**src/rtl/uart_frame_assembler.sv**
```systemverilog
// Packs four little-endian UART bytes into a 32-bit remote-state frame and publishes it atomically.
// Also discards frames on gap timeout or bad marker, and tracks link health in timing_tick units.
module uart_frame_assembler #(
  parameter int unsigned GAP_CYCLES = 200000,
  parameter int unsigned LINK_TICKS = 8
) (
  input  logic        clk,
  input  logic        rst,
  input  logic [7:0]  rx_data,
  input  logic        rx_done_tick,
  input  logic        timing_tick,
  output logic [31:0] rx_buf,
  output logic        frame_valid,
  output logic        frame_err,
  output logic        link_ok
);

  localparam int unsigned GapW  = $clog2(GAP_CYCLES) + 1;
  localparam int unsigned TickW = $clog2(LINK_TICKS + 1);
  localparam logic [GapW-1:0]  GapLast = GapW'(GAP_CYCLES - 1);
  localparam logic [TickW-1:0] TickMax = TickW'(LINK_TICKS);

  typedef enum logic [1:0] {
    StIdle,
    StRecv,
    StCommit
  } state_e;

  state_e            state_q, state_d;
  logic [23:0]       shadow_q, shadow_d;
  logic [1:0]        cnt_q, cnt_d;
  logic [GapW-1:0]   gap_q, gap_d;
  logic [TickW-1:0]  tick_q, tick_d;
  logic              seen_q, seen_d;
  logic [31:0]       rx_buf_q, rx_buf_d;
  logic              frame_valid_q, frame_valid_d;
  logic              frame_err_q, frame_err_d;
  logic              link_ok_q, link_ok_d;

  always_ff @(posedge clk) begin
    if (rst) begin
      state_q       <= StIdle;
      shadow_q      <= 24'h0;
      cnt_q         <= 2'd0;
      gap_q         <= '0;
      tick_q        <= TickMax;
      seen_q        <= 1'b0;
      rx_buf_q      <= 32'h0;
      frame_valid_q <= 1'b0;
      frame_err_q   <= 1'b0;
      link_ok_q     <= 1'b0;
    end else begin
      state_q       <= state_d;
      shadow_q      <= shadow_d;
      cnt_q         <= cnt_d;
      gap_q         <= gap_d;
      tick_q        <= tick_d;
      seen_q        <= seen_d;
      rx_buf_q      <= rx_buf_d;
      frame_valid_q <= frame_valid_d;
      frame_err_q   <= frame_err_d;
      link_ok_q     <= link_ok_d;
    end
  end

  // Frame FSM. rx_buf is loaded on entry to StCommit, so it and frame_valid change together.
  always_comb begin
    state_d       = state_q;
    shadow_d      = shadow_q;
    cnt_d         = cnt_q;
    gap_d         = gap_q;
    rx_buf_d      = rx_buf_q;
    frame_valid_d = 1'b0;
    frame_err_d   = 1'b0;

    unique case (state_q)
      StIdle, StCommit: begin
        state_d = StIdle;
        if (rx_done_tick) begin
          shadow_d[7:0] = rx_data;
          cnt_d         = 2'd1;
          gap_d         = '0;
          state_d       = StRecv;
        end
      end
      StRecv: begin
        if (rx_done_tick) begin
          gap_d = '0;
          if (cnt_q == 2'd3) begin
            cnt_d = 2'd0;
            if (rx_data[7]) begin
              rx_buf_d      = {rx_data, shadow_q};
              frame_valid_d = 1'b1;
              state_d       = StCommit;
            end else begin
              frame_err_d = 1'b1;
              state_d     = StIdle;
            end
          end else begin
            if (cnt_q == 2'd1) begin
              shadow_d[15:8] = rx_data;
            end else begin
              shadow_d[23:16] = rx_data;
            end
            cnt_d = cnt_q + 2'd1;
          end
        end else if (gap_q == GapLast) begin
          frame_err_d = 1'b1;
          cnt_d       = 2'd0;
          gap_d       = '0;
          state_d     = StIdle;
        end else begin
          gap_d = gap_q + GapW'(1);
        end
      end
      default: begin
        state_d = StIdle;
        cnt_d   = 2'd0;
        gap_d   = '0;
      end
    endcase
  end

  // Link monitor: link_ok is computed from next-state values so it rises the cycle after
  // frame_valid.
  always_comb begin
    tick_d = tick_q;
    seen_d = seen_q;
    if (frame_valid_q) begin
      tick_d = '0;
      seen_d = 1'b1;
    end else if (timing_tick && (tick_q < TickMax)) begin
      tick_d = tick_q + TickW'(1);
    end
    link_ok_d = seen_d && (tick_d < TickMax);
  end

  assign rx_buf      = rx_buf_q;
  assign frame_valid = frame_valid_q;
  assign frame_err   = frame_err_q;
  assign link_ok     = link_ok_q;

endmodule

```
**config.mk**
```make
export PLATFORM = sky130hd
export DESIGN_NAME = uart_frame_assembler
export DESIGN_NICKNAME = d
export VERILOG_FILES = /design/src/rtl/uart_frame_assembler.sv
export SDC_FILE = /design/constraint.sdc
export NUM_CORES = 1
export LEC_CHECK = 0
export BUFFER_PORTS_ARGS = -buffer_cell sky130_fd_sc_hd__buf_2
export CORE_AREA = 3 3 64 110
export CTS_CLUSTER_SIZE = 16
export DETAILED_ROUTE_END_ITERATION = 8
export DIE_AREA = 0 0 67 113
export MAX_ROUTING_LAYER = met4
export PLACE_DENSITY = 0.75
export SLEW_MARGIN = 40
export SYNTH_ARGS = -nofsm -noshare
export SYNTH_HDL_FRONTEND = slang
export SYNTH_SLANG_ARGS = --single-unit
export TNS_END_PERCENT = 10
```
**constraint.sdc**
```tcl
create_clock -name clk -period 2.55 [get_ports clk]
set_input_delay 0 -clock clk [delete_from_list [all_inputs] [get_ports clk]]
set_output_delay 0 -clock clk [all_outputs]
set_load 0.05 [all_outputs]
```
==> impl_metrics.ini <==
[synthesis]
synthSimpleGateAreaFrac_pct = 24.7
mappedNetlistNets = 407
ys_types = 41
synth_top_family_by_area = simple AND/OR/NAND/NOR gates
synth_area_leaders = dfxtp_1, nand2_1, a21oi_1
syn_avg_cell_area_um2 = 8.65
synth-compound-area-share_pct = 11.4
yosys.cell_count.top_type = nand2_1
yosysWarnings = 0
synth_ff_type = dfxtp_1
ys_async_sr_fraction_pct = 0
synthAdderAreaFrac_pct = 1.48
synth-seq-cells = 87
synth.area.mux_share_pct = 2.96
syn_inst = 391
syn-cell-area_um2 = 3380
synth_xor_area_share_pct = 4.40
synth.top_cell.area_share_pct = 51.5
synth_top_area_cell = dfxtp_1
ys_seq_area_share_pct = 51.5
synth_edf_count = 0
synthTopCellsByCount = nand2_1, dfxtp_1, a21oi_1

[worst_setup_path]
critPathArrivalTime_ns = 2.09
cpPeakStageDelay_ns = 0.56
critPathKind = register to register
cp.required_ns = 2.78
reg2reg_depth = 5
cp_cell_sequence = or4b_4 > nor4_4 > a211oi_2 > a41oi_1 > nor3_1
worst_setup_path_end_kind = register
cp_slowest_cell = or4b_4
cp_max_fo = 8
cp-start-kind = register

[power_and_ir_drop]
power.share.clock_pct = 39.5
p_int_w = 0.00195
power_density_nw_per_um2 = 631
p_total_w = 0.00248
p_seq_share_pct = 56.0
irDropWorstVdd_v = 0.000319
sw_frac_of_total_pct = 21.5
p_leak_nw = 1.49
p_switching_w = 0.000532
pwr-share-comb_pct = 4.5

[clocking]
cts_root_buffer = clkbuf_8
clk_pin_slew_ns = 0.07
htree_num_levels = 3
ctsResizeCount = 0
worstSkewPairLatency_ns = 0.35
clockBufferDepth = 2
cts_tree = yes
cts_inserted_buffers = 9
clock_sinks = 87

[sta]
rsz0062_at_grt = false
period_share_pct = 72.9
skew_ns = 0.00499
max_freq_mhz = 538
tightest_slew_ns = 0.724
setup_tns_ns = 0
layout_min_cycle_time_ns = 1.86
finalMaxSlewViolations = 0
setup_viol = 0
holdWs_ns = 0.0278
worst_slack_ns = 0.690
relSlewSlack_pct = 51.3
finalHoldViolCount = 0

[global_routing]
overflow = 0
grt_util_all_layers_pct = 20.4
grt_pass1_wl_um = 11600
antenna_found_initial = 0
grt_pass1_vias = 2595
grt_max_degree = 57

[detailed_routing]
drc_errors = 0
drt-initial-drc-count = 185
drt-total-wl_um = 7060
detail-route-antenna-nets = 0
vias = 2776
via_per_inst = 5.29
top_layer_used = met4
wl_met3_um = 264
wl_met2_um = 3680
drt_first_pass_iters = 4
routedWlPerCell_um = 13.4
wl_met1_um = 2930

[floorplan]
start_util_pct = 53.9
num_rows = 38
io-pin-count = 47
coreArea_um2 = 6280
fp.dieW_um = 67
die_area_um2 = 7570
die_h_um = 113

[finish]
antennaDiodeCount = 0
finalNetCount = 456
n_fill_cell = 568
drive_above_1_share_pct = 16.9
area_growth_pct = 16.1

[placement]
hpwl_um = 4730
gp_congestion = 0.854
io_buffers = 46
pre_cts_ws_ns = 0.701

[run]
max-cap-violations = 0

[hold_path]
hold_depth = 3
hold_class = input pin to register

[outcome]
status = completed
-- area by class of cell --
type / instances / area [µm²] / area share (%)
clock buffer: 13 / 169 / 4.30
timing repair buffer: 59 / 350 / 8.92
clock inverter: 3 / 40.0 / 1.02
inverter: 1 / 3.75 / 0.0956
sequential: 87 / 1740 / 44.4
multi-input combinational: 282 / 1520 / 38.8
tap: 80 / 100 / 2.55
-- routing by layer --
| metal | global-route usage (%) | vias up |
|---|---|---|
| met5 | - | - |
| met4 | 11.1 | 0 |
| met1 | 21.0 | 1290 |
| li1 | - | 1411 |
| met3 | 5.06 | 15 |
| met2 | 34.4 | 60 |
-- through the flow --
| step | instance area [µm²] | instances | util (%) |
|---|---|---|---|
| finish | 3930 | 525 | 62.6 |
| global route | 3930 | 525 | 62.6 |
| CTS | 3930 | 525 | 62.6 |
| detailed placement | 3630 | 500 | 57.8 |
| global placement | 3630 | 500 | 57.8 |
| floorplan | 3380 | 391 | - |
-- registers in the layout, summed over array words and instances (netlist names) --
name,count
tick_q,4
rx_buf,32
cnt_q,2
frame_valid,1
shadow_q,24
link_ok,1
seen_q,1
state_q,2
gap_q,19
frame_err,1
-- final timing paths --
kind                             startpoint                       to  slack [ns]
setup / recovery      gap_q[7]$_SDFFE_PP0P_   gap_q[13]$_SDFFE_PP0P_        0.69
hold / removal                  timing_tick     tick_q[3]$_SDFF_PP1_        0.03
setup reg to reg      gap_q[7]$_SDFFE_PP0P_   gap_q[13]$_SDFFE_PP0P_        0.69
hold reg to reg   shadow_q[22]$_SDFFE_PP0P_  rx_buf[22]$_SDFFE_PP0P_        0.45
-- power by group through the flow --
stage / Combinational [W] / Clock [W] / Sequential (W)
final: 0.000111 / 0.000979 / 0.00139
after CTS: 0.000111 / 0.00101 / 0.00139
after global routing: 0.000123 / 0.00108 / 0.00139
after floorplan: 0.0000748 / 0 / 0.00142
after detailed placement: 0.0000995 / 0 / 0.00142
after global placement: 0.0000982 / 0 / 0.00142
-- cell usage in the layout, fill, tap and decap left out, types with 3 or more instances in the layout --
master,n
nor2_1,39
clkbuf_8,12
nand3b_1,3
ha_1,4
nand2_1,96
xnor2_1,8
xor2_1,9
nor4_1,3
a21oi_1,52
nand4_1,5
mux2i_1,10
dlygate4sd3_1,9
dfxtp_1,87
nor3_1,6
nor2b_1,3
buf_4,4
nand3_1,12
buf_2,46
o21ai_0,3
-- timing repair --
action,in CTS,in global routing
buffers inserted,0,0
endpoints found under the hold margin,32,0
hold buffers,9,0
-- logic make-up after synthesis --
family / after synthesis
simple gates: 184
buf+inv: 22
xor+xnor: 17
fa+ha+maj: 4
compound gates: 67
mux: 10
flops: 87
-- worst max-delay path: cells and delay by family (launching register included) --
family / cells / cell delay [ns]
simple gates: 3 / 0.95
flops: 1 / 0.35
compound gates: 2 / 0.45
(Power assumes the default switching activity.)
